### config.mk
export PLATFORM = sky130hd
export DESIGN_NAME = text_console_ctrl
export DESIGN_NICKNAME = d
export VERILOG_FILES = /design/src/rtl/text_console_ctrl.sv
export SDC_FILE = /design/constraint.sdc
export NUM_CORES = 1
export LEC_CHECK = 0
export ABC_AREA = 1
export CORE_MARGIN = 2
export CORE_UTILIZATION = 40
export CTS_BUF_LIST = sky130_fd_sc_hd__clkbuf_8
export DETAILED_ROUTE_END_ITERATION = 7
export PLACE_DENSITY_LB_ADDON = 0.08
export SYNTH_ARGS = -nofsm -noshare
export SYNTH_HDL_FRONTEND = slang
export SYNTH_SLANG_ARGS = --single-unit
### constraint.sdc
create_clock -name clk -period 5 [get_ports clk]
set_input_delay 1 -clock clk [delete_from_list [all_inputs] [get_ports clk]]
set_output_delay 1 -clock clk [all_outputs]
set_load 0.02 [all_outputs]
### src/rtl/text_console_ctrl.sv
// Write-side sequencer for the character memory: turns accepted ASCII bytes into
// cell writes and owns the cursor, newline/backspace/auto-wrap, clear-screen and scroll.
//
// state       | meaning
// ------------+-------------------------------------------------------------
// IDLE        | ready for a byte, no memory write
// WRITE       | single-cycle write of a printable byte or a backspace blank
// CLR_LINE    | blanking the freshly scrolled-in row, one column per cycle
// CLEAR_ALL   | blanking every visible cell, row-major
module text_console_ctrl #(
  parameter int         COLS      = 70,
  parameter int         ROWS      = 30,
  parameter logic [7:0] KEY_ENTER = 8'h0A,
  parameter logic [7:0] KEY_BS    = 8'h08,
  parameter logic [7:0] KEY_CLR   = 8'h0C
) (
  input  logic        clk,
  input  logic        reset,
  input  logic [7:0]  key_in,
  input  logic        key_valid,
  output logic        key_ready,
  output logic        mem_we,
  output logic [11:0] mem_addr,
  output logic [7:0]  mem_wdata,
  output logic [4:0]  top_row,
  output logic [6:0]  cur_x,
  output logic [4:0]  cur_y,
  output logic        busy
);

  typedef enum logic [1:0] {
    S_IDLE,
    S_WRITE,
    S_CLR_LINE,
    S_CLEAR_ALL
  } state_t;

  localparam logic [6:0]  LAST_COL = 7'(COLS - 1);
  localparam logic [4:0]  LAST_ROW = 5'(ROWS - 1);
  localparam logic [11:0] CELLS    = 12'(ROWS * COLS);

  state_t      state_q, state_d;
  logic [6:0]  cur_x_q, cur_x_d;
  logic [4:0]  cur_y_q, cur_y_d;
  logic [4:0]  top_row_q, top_row_d;
  logic [4:0]  lines_used_q, lines_used_d;
  logic [11:0] wr_left_q, wr_left_d;
  logic        adv_q, adv_d;
  logic        mem_we_q, mem_we_d;
  logic [11:0] mem_addr_q, mem_addr_d;
  logic [7:0]  mem_wdata_q, mem_wdata_d;
  logic        key_ready_q, key_ready_d;
  logic        busy_q, busy_d;

  logic        accept;
  logic        newline;
  logic [6:0]  clr_col;
  logic [4:0]  clr_row;
  logic [11:0] next_cell;

  assign accept = key_valid & key_ready_q;

  // wr_left counts the writes still owed after the one currently on the bus
  always_ff @(posedge clk or posedge reset) begin
    if (reset) begin
      state_q      <= S_CLEAR_ALL;
      cur_x_q      <= '0;
      cur_y_q      <= '0;
      top_row_q    <= '0;
      lines_used_q <= '0;
      wr_left_q    <= CELLS;
      adv_q        <= 1'b0;
      mem_we_q     <= 1'b0;
      mem_addr_q   <= '0;
      mem_wdata_q  <= '0;
      key_ready_q  <= 1'b0;
      busy_q       <= 1'b1;
    end else begin
      state_q      <= state_d;
      cur_x_q      <= cur_x_d;
      cur_y_q      <= cur_y_d;
      top_row_q    <= top_row_d;
      lines_used_q <= lines_used_d;
      wr_left_q    <= wr_left_d;
      adv_q        <= adv_d;
      mem_we_q     <= mem_we_d;
      mem_addr_q   <= mem_addr_d;
      mem_wdata_q  <= mem_wdata_d;
      key_ready_q  <= key_ready_d;
      busy_q       <= busy_d;
    end
  end

  always_comb begin
    state_d      = state_q;
    cur_x_d      = cur_x_q;
    cur_y_d      = cur_y_q;
    top_row_d    = top_row_q;
    lines_used_d = lines_used_q;
    wr_left_d    = wr_left_q;
    adv_d        = adv_q;
    newline      = 1'b0;

    case (state_q)
      S_IDLE: begin
        if (accept) begin
          if (key_in >= 8'h20 && key_in <= 8'h7E) begin
            state_d = S_WRITE;
            adv_d   = 1'b1;
          end else if (key_in == KEY_ENTER) begin
            newline = 1'b1;
          end else if (key_in == KEY_BS) begin
            if (cur_x_q != 7'd0) begin
              cur_x_d = cur_x_q - 7'd1;
              state_d = S_WRITE;
              adv_d   = 1'b0;
            end
          end else if (key_in == KEY_CLR) begin
            state_d      = S_CLEAR_ALL;
            cur_x_d      = '0;
            cur_y_d      = '0;
            top_row_d    = '0;
            lines_used_d = '0;
            wr_left_d    = CELLS - 12'd1;
          end
        end
      end
      S_WRITE: begin
        state_d = S_IDLE;
        if (adv_q) begin
          if (cur_x_q == LAST_COL) newline = 1'b1;
          else                     cur_x_d = cur_x_q + 7'd1;
        end
      end
      S_CLR_LINE, S_CLEAR_ALL: begin
        if (wr_left_q == 12'd0) state_d = S_IDLE;
        else                    wr_left_d = wr_left_q - 12'd1;
      end
      default: state_d = S_CLEAR_ALL;
    endcase

    // once the screen is full every newline recycles the oldest row
    if (newline) begin
      cur_x_d = '0;
      cur_y_d = (cur_y_q == LAST_ROW) ? 5'd0 : cur_y_q + 5'd1;
      if (lines_used_q < LAST_ROW) begin
        lines_used_d = lines_used_q + 5'd1;
      end else begin
        top_row_d = (top_row_q == LAST_ROW) ? 5'd0 : top_row_q + 5'd1;
        state_d   = S_CLR_LINE;
        wr_left_d = 12'(COLS - 1);
      end
    end
  end

  assign clr_col   = mem_addr_q[6:0];
  assign clr_row   = mem_addr_q[11:7];
  assign next_cell = (clr_col == LAST_COL) ? {clr_row + 5'd1, 7'd0}
                                           : {clr_row, clr_col + 7'd1};

  always_comb begin
    mem_we_d    = (state_d != S_IDLE);
    mem_addr_d  = mem_addr_q;
    mem_wdata_d = mem_wdata_q;
    key_ready_d = (state_d == S_IDLE);
    busy_d      = (state_d == S_CLR_LINE) || (state_d == S_CLEAR_ALL);

    case (state_d)
      S_WRITE: begin
        mem_addr_d  = {cur_y_d, cur_x_d};
        mem_wdata_d = adv_d ? key_in : 8'h20;
      end
      S_CLR_LINE: begin
        mem_addr_d  = (state_q == S_CLR_LINE) ? {clr_row, clr_col + 7'd1}
                                              : {cur_y_d, 7'd0};
        mem_wdata_d = 8'h00;
      end
      S_CLEAR_ALL: begin
        // the cycle right after reset has no write on the bus yet, so start at cell 0
        mem_addr_d  = (state_q == S_CLEAR_ALL && mem_we_q) ? next_cell : 12'd0;
        mem_wdata_d = 8'h00;
      end
      default: ;
    endcase
  end

  assign key_ready = key_ready_q;
  assign mem_we    = mem_we_q;
  assign mem_addr  = mem_addr_q;
  assign mem_wdata = mem_wdata_q;
  assign top_row   = top_row_q;
  assign cur_x     = cur_x_q;
  assign cur_y     = cur_y_q;
  assign busy      = busy_q;

endmodule

### After elaboration in Yosys (flattened, before gate mapping)

Cells that the tools add are included.
Widths: inputs -> output; s select.

* register bits: 60
* bits in latches: 0
* RAM bits: 0
* ROM bits: 0
* output and inout port bits: 40
* word-level logic and storage cells: 125
* memories kept: 0

* $add $sub $neg: 8
* multipliers: 0
* div/mod/pow operators: 0
* magnitude comparators: 3
* eq/ne operators: 15
* shift operators: 0
* mux-type cells: 72
* bitwise operators: 1
* reductions and logical operators: 13

Operator list (number)
* $mux 12: 11
* $mux 5: 25
* $mux 7: 9
* $pmux 12 s3: 1
* $eq 8x4->1 const B: 3
* $pmux 12 s2: 1
* $add 5x1->5 const B: 4
* $mux 2: 9
* $pmux 8 s2: 1
* $add 7x1->7 const B: 2
* $eq 7x7->1 const B: 2
* $pmux 7 s2: 1
* $logic_not 12->1: 1
* $sub 12x1->12 const B: 1
* $mux 1: 11
* $eq 5x5->1 const B: 2
* $eq 2x2->1 const B: 4
* $ge 8x6->1 const B: 1
* $le 8x7->1 const B: 1
* $mux 8: 1
* $reduce_bool 7->1: 1
* $sub 7x1->7 const B: 1
* $pmux 2 s3: 1
* $lt 5x5->1 const B: 1
* other kinds (12): 17

### Longest topological paths before layout

Gate-level depths: netlist of the first run.

* word-level depth: 12
* depth in mapped cells: 16
* gate-level depth less buffers: 16

### Worst setup path before layout of the first run

Ideal clock, no wire load.

* path kind: input-to-reg
* start point: in key_in[0]
* end point: reg mem_addr_q[0] (netlist: mem_addr[0])
* library setup time: 0.118 ns
* arrival: 2.242 ns
* data required time: 4.882 ns
* setup slack: 2.640 ns
* cell stages on the path: 13
* buffers on the path: 1
* cell sequence: nor2_1 > nand2_2 > nor2_4 > nand2_2 > nand2_1 > nand2_1 > nand2_2 > nand3_4 > nor2_8 > inv_4 > buf_6 > nor2_1 > nor2_2

* cells in the longest elaborated chain, start to end: 11
* elaborated cells between the ends (all ways): 30

Ends and longest elaborated chain
* start, declared: line 19 `input logic [7:0] key_in,`
* $eq 8x4->1: line 118 `end else if (key_in == KEY_CLR) begin`
* $mux 2: line 118
* $mux 2: line 112 `end else if (key_in == KEY_BS) begin`
* $mux 2: line 110 `end else if (key_in == KEY_ENTER) begin`
* $mux 2: line 107 `if (key_in >= 8'h20 && key_in <= 8'h7E) begin`
* $mux 2: line 106 `if (accept) begin`
* $pmux 2 s3: line 104 `case (state_q)`
* $mux 2: line 146 `if (lines_used_q < LAST_ROW) begin`
* $mux 2: line 143 `if (newline) begin`
* $eq 2x2->1 or $eq 2x1->1 (tied branches): line 168 `case (state_d)`
* $pmux 12 s3 or $reduce_bool 3->1 (tied branches)
* end signal, assigned: line 87 `mem_addr_q <= mem_addr_d;`
* end, declared: line 50 `logic [11:0] mem_addr_q, mem_addr_d;`

Several ways; a longest one is shown, not always the timed one.
A chain may end at the register's enable or synchronous reset.

### Worst setup path after layout of the first run

* start point: in key_in[6]
* end point: reg mem_addr_q[7] (netlist: mem_addr[7])

* cells in the longest elaborated chain, start to end: 12
* elaborated cells between the ends (all ways): 34

Ends and longest elaborated chain (line)
* $eq 8x4->1: 118
* $mux 2: 118
* $mux 2: 112
* $mux 2: 110
* $mux 2: 107
* $mux 2: 106
* $pmux 2 s3: 104
* $mux 2: 146
* $mux 2: 143
* $eq 2x2->1 or $eq 2x1->1 (tied branches): 168
* $ne 3x3->1 (no line) (tied with other cells)
* $reduce_and 3->1 (no line)

Several ways; a longest one is shown, not always the timed one. The select of a mux whose other input is x is not followed.

==> results of run 1 <==
[worst reg2reg max path: stages (launching register included)]
cell and delay (ps):
dfrtp_1 570, inv_1 160, ha_1 270, nand2_2 110
nor2_4 40, nand2_2 150, nor2_1 90, o21ai_1 210
nand2_1 100, nand2_2 380, nor2_8 100, inv_4 150
nand3_1 180, nand2_1 110, nand2_1 50
[placed cells by master (no fill, tap or decap), types with 10 or more instances in the layout]
cell,instances
clkdlybuf4s50_1,50
inv_1,52
nand2_1,165
nor3_1,14
xor2_1,12
a21oi_1,20
nand3_1,76
nor2_1,96
o21ai_0,29
clkbuf_8,10
dfrtp_1,53
ha_1,12
[where the power goes]
part	switching [mW]	internal [mW]
clock	0.222	0.295
sequential	0	0.485
combinational	0.0204	0.0115
[state kept, by name (all words and copies together) (netlist names), 2 cells and up]
name	flops
wr_left_q	12
state_q	2
top_row	5
lines_used_q	5
cur_y	5
mem_wdata	8
mem_addr	12
cur_x	7
[logic make-up (layout without fill, tap and decap cells)]
logic type	Yosys count	after routing
AO/OA/AOI/OAI	68	68
XOR/XNOR	18	18
adder cells (fa/ha/maj)	12	12
buffers and inverters	76	130
flip-flops	60	60
AND/OR/NAND/NOR	389	389
[per-layer routing]
metal	vias up	global-route usage [%]	share of wire (%)
li1	2113	-	-
met2	111	34.8	45
met5	-	0	0
met4	0	3.75	0.84
met1	1932	30.8	49
met3	8	3.51	4.5
[worst max-delay path by stage]
stage	to	slack, ps	depth (start not counted)
after CTS	mem_addr[7]$_DFFE_PP0P_	1950	13
after floorplan	adv_q$_DFF_PP0_	2530	1
after global routing	mem_addr[7]$_DFFE_PP0P_	1710	13
after global placement	mem_addr[7]$_DFFE_PP0P_	1640	13
final	mem_addr[7]$_DFFE_PP0P_	1920	13
after detailed placement	mem_addr[7]$_DFFE_PP0P_	1600	13
[final cells by class]
type                       instances  area share, %
inverter                          63           4.76
sequential                        60           29.8
timing repair buffer              51           10.0
multi-input combinational        487           47.7
clock inverter                     6           1.73
tap                              136           3.35
clock buffer                      10           2.71
[per-stage QoR]
step	utilization, %	area, um^2	power, mW	worst slack (ps)
after floorplan	-	4280	0.511	2530
after global placement	46.8	4850	0.527	1640
after detailed placement	46.8	4850	0.528	1600
after CTS	49.0	5080	1.04	1950
after global routing	49.0	5080	1.07	1710
final	49.0	5080	1.03	1920
==> impl_metrics.csv, run 1 <==
group,metric,value,unit
yosys,synthTopCellsByArea,"dfrtp_1 31%, nand2_1 14%, nand3_1 8.9%",
setup_path,cp_slowest_stage_delay,460,ps
sta,fmaxAchievable,0.325,GHz
finish,multi_input_area,2420,um^2
drt,wirelength,11.6,mm
finish,final-seq-area,1510,um^2
yosys,synth_top_family_by_area,"simple AND/OR/NAND/NOR gates",
setup_path,reg2reg_from,"cur_x[0]$_DFF_PP0_",
setup_path,crit_family,"simple AND/OR/NAND/NOR gates",
yosys,postSynthAreaPerCell,6.86,um^2
place,post-dp-hpwl,8.47,mm
global_route,grt_pass1_vias,3978,
worst_hold_path,hold_depth,2,
yosys,yosys_warnings,0,
yosys,synth_area_leader_cell,"dfrtp_1",
place,dp_cells,797,
yosys,ys_seq_area_share,35.3,%
setup_path,reg2reg_setup_slack,2220,ps
setup_path,path_class,"primary input to flip-flop",
clocking,htreeDepth,3,
worst_hold_path,hold_end,"mem_wdata[7]$_DFFE_PP0P_",
yosys,synth-compound-area-share,9.01,%
setup_path,cp_num_buf_inv,3,
sta,hold_viol,0,
die,dieArea,11500,um^2
power_and_ir_drop,leakagePower,2.47,nW
die,row_count,37,
setup_path,slowest_stage,"clkdlybuf4s50_1",
yosys,netlist.area_leader.share,31.0,%
yosys,synth-edff-count,0,
yosys,synthMuxAreaShare,0,%
setup_path,critPathRequiredTime,5230,ps
worst_hold_path,worstHoldStart,"mem_wdata[7]$_DFFE_PP0P_",
setup_path,cp-start-kind,"primary input",
clocking,holdBufCountCts,0,
sta,slew_headroom,51.3,%
yosys,ys_types,41,
power_and_ir_drop,ir_drop,0.119,mV
clocking,clk_path_buf_depth,2,
sta,setup-violations-final,0,
yosys,synthAdderAreaFrac,3.51,%
finish,nFillCells,1077,
yosys,synth_simple_gate_area_share,40.4,%
clocking,cts_tree,"yes",
finish,areaGrowthSynthToFinish,18.7,%
finish,fin_nets,695,
yosys,syn_inst,623,
sta,finalCritPeriodShare,61.6,%
yosys,mappedNetlistNets,646,
yosys,synth_ff_type,"dfrtp_1",
clocking,root_buffer,"clkbuf_8",
place,place_congestion,0.906,
power_and_ir_drop,power.density,204,nW/um^2
yosys,async_reset_ff_share,100,%
clocking,postCtsSetupBuffers,0,
worst_hold_path,hp-class,"flip-flop to flip-flop",
die,coreArea,10400,um^2
yosys,synthTopCellsByCount,"165 x nand2_1, 96 x nor2_1, 76 x nand3_1, 53 x dfrtp_1, 53 x inv_1",
sta,worst_slew_pin_slew,730,ps
drt,detail_route.iter0.violations,288,
global_route,grt_usage,21.5,%
clocking,cts-buffers-inserted,9,
finish,drive_gt1_share,8.86,%
setup_path,worst_r2r_path_depth,14,
clocking,cts.sinks,60,
drt,vias,4164,
global_route,overflow,0,
drt,ant_nets,0,
die,die_h,107,um
sta,clock_skew,18.2,ps
sta,fin_crit,3080,ps
setup_path,crit_path_frequent_cell,"nand2_1",
sta,whs,500,ps
setup_path,critPathLaunch,"key_in[6]",
setup_path,r2r_end,"mem_addr[7]$_DFFE_PP0P_",
setup_path,cp_max_fo,22,
setup_path,crit_path_cell_trace,"clkdlybuf4s50_1, inv_1, nand2_1, nor2_1, nand3_1, o21ai_1, nand2_1, nand2_2, nor2_8, inv_4, nand3_1, nand2_1, nand2_1",
place,portBuffers,50,
drt,wl_per_cell,14.3,um
outcome,status,"completed",
die,io_pins,51,
global_route,grt_max_degree,35,
clocking,clk_latency,350,ps
global_route,grt_first_pass_wirelength,19.7,mm
sta,drv_slew,0,
finish,diodes,0,
yosys,syn_area,4280,um^2
sta,finalSetupTns,0,ps
setup_path,arrival,3310,ps
yosys,ys_seq_elements,60,
setup_path,crit_path_end_kind,"flip-flop",
clocking,cts_resized,0,
drt,vias_per_cell,5.12,
die,fp.dieW,107,um
sta,rsz0062_at_grt,"false",
finish,final_cells,813,
yosys,yosysMostFrequentCell,"nand2_1",
yosys,synth_xor_area_share,3.69,%
die,start_util,41.2,%
flow_run,max-cap-violations,0,
clocking,clk_pin_slew,80,ps
drt,drtPass1Iterations,5,
global_route,antenna_found_initial,0,
drt,drc_errors,0,
No activity file was read; power rests on OpenSTA's default activity.
==> run 2: changes to the inputs <==
- clock period: 5 -> 2.7 ns (I/O delays scaled with it)
==> impl_metrics.csv, run 2 (synthesis results as in run 1) <==
group,metric,value,unit
drt,detail_route.iter0.violations,254,
place,post-dp-hpwl,9.07,mm
outcome,status,"completed",
drt,vias,4322,
clocking,cts_tree,"yes",
global_route,antenna_found_initial,0,
global_route,top_usage_layer,"met2",
place,place_congestion,0.883,
flow_run,max-cap-violations,0,
clocking,clk_path_buf_depth,2,
global_route,met3_usage,3.45,%
sta,slew_headroom,68.3,%
die,dieArea,11500,um^2
setup_path,cp_max_fo,10,
sta,clock_skew,10.1,ps
clocking,cts_resized,0,
sta,setup-violations-final,0,
drt,drtPass1Iterations,5,
sta,drv_slew,0,
clocking,cts-buffers-inserted,9,
clocking,root_buffer,"clkbuf_8",
sta,fin_crit,2430,ps
finish,diodes,0,
place,portBuffers,50,
global_route,grt_use_met1,31.6,%
setup_path,r2r_end,"mem_addr[5]$_DFFE_PP0P_",
sta,finalCritPeriodShare,90.0,%
worst_hold_path,hp-class,"primary input to async pin",
setup_path,arrival,2710,ps
global_route,grt_pass1_vias,4109,
global_route,overflow,0,
clocking,clk_pin_slew,70,ps
drt,wirelength,12.0,mm
clocking,postCtsSetupBuffers,0,
setup_path,worst_r2r_path_depth,12,
global_route,grt_first_pass_wirelength,20.3,mm
clocking,htreeDepth,3,
power_and_ir_drop,ir_drop,0.278,mV
setup_path,reg2reg_from,"wr_left_q[0]$_DFF_PP0_",
sta,worst_slew_pin_slew,476,ps
die,die_h,107,um
clocking,holdBufCountCts,0,
setup_path,reg2reg_setup_slack,270,ps
drt,ant_nets,0,
global_route,met2_usage,34.5,%
die,fp.dieW,107,um
die,coreArea,10400,um^2
die,row_count,37,
finish,drive_gt1_share,11.7,%
sta,rsz0062_at_grt,"false",
clocking,clk_latency,340,ps
finish,fin_util,50.7,%
finish,areaGrowthSynthToFinish,22.9,%
finish,layout_common_cells,"165 x nand2_1, 96 x nor2_1, 76 x nand3_1",
setup_path,cp-start-kind,"flip-flop",
drt,drc_errors,0,
drt,vias_per_cell,5.17,
drt,wl_per_cell,14.4,um
setup_path,critPathRequiredTime,2980,ps
clocking,cts.sinks,60,
power_and_ir_drop,leakagePower,2.59,nW
sta,fmaxAchievable,0.411,GHz
finish,final_common_cell,"nand2_1",
sta,finalSetupTns,0,ps
setup_path,path_class,"flip-flop to flip-flop",
sta,hold_viol,0,
die,start_util,41.2,%
power_and_ir_drop,power.density,356,nW/um^2
setup_path,crit_path_end_kind,"flip-flop",
global_route,grt_usage,22.2,%
finish,fin_nets,718,
global_route,grt_max_degree,26,
sta,fin_ws,270,ps
place,dpl_worst_slack,-1.96,ps
die,io_pins,51,
==> run 2: cell types whose count changed in the layout (fill, tap and decap cells not counted), sizes merged <==
cell,delta
buf,+23
clkinv,-1
inv,+1
==> run 2: layout make-up <==
type / instances / area (um^2)
Clock buffer: 10 / 138
Tap cell: 136 / 170
Sequential cell: 60 / 1510
Multi-Input combinational cell: 487 / 2420
Clock inverter: 6 / 78.8
Inverter: 63 / 241
Timing Repair Buffer: 74 / 693
Fill cell: 1079 / 5120
==> run 2: per-layer routing <==
layer  routed length, um  vias to the layer above
met1                5950                     2029
met4                 193                        0
met5                   0                        -
met3                 476                       16
li1                    -                     2162
met2                5420                      115
==> run 2: how the worst max path moves through the flow <==
stage                                start  slack, ps                  endpoint
floorplan               cur_x[0]$_DFF_PP0_        500   mem_addr[0]$_DFFE_PP0P_
global placement                 key_in[3]         40   mem_addr[5]$_DFFE_PP0P_
detailed placement               key_in[3]         -2  mem_addr[11]$_DFFE_PP0P_
CTS                 wr_left_q[0]$_DFF_PP0_        310   mem_addr[5]$_DFFE_PP0P_
global route        wr_left_q[0]$_DFF_PP0_         30   mem_addr[5]$_DFFE_PP0P_
finish              wr_left_q[0]$_DFF_PP0_        270   mem_addr[5]$_DFFE_PP0P_
==> run 2: critical path, stage by stage, from the launching register on <==
cell and delay (ps):
dfrtp_1 400, inv_1 80, ha_1 200, nand3_1 140, inv_1 120, nand4_1 140, nand2_1 330, nand2_1 110
nor2_2 380, nand3_1 220, nand2_1 110, nor2_1 50, nor2_1 70
==> run 2: through the flow <==
step	std cells	hold WS, ps	area [um^2]	power, mW
finish	836	425	5250	1.87
global placement	820	489	5040	0.981
detailed placement	820	490	5040	0.981
global route	836	432	5250	1.96
floorplan	623	487	4280	0.946
CTS	836	410	5250	1.90
==> run 2: where the power goes <==
part           internal, mW  switching, mW
sequential            0.899              0
clock                 0.537          0.368
combinational        0.0255         0.0386
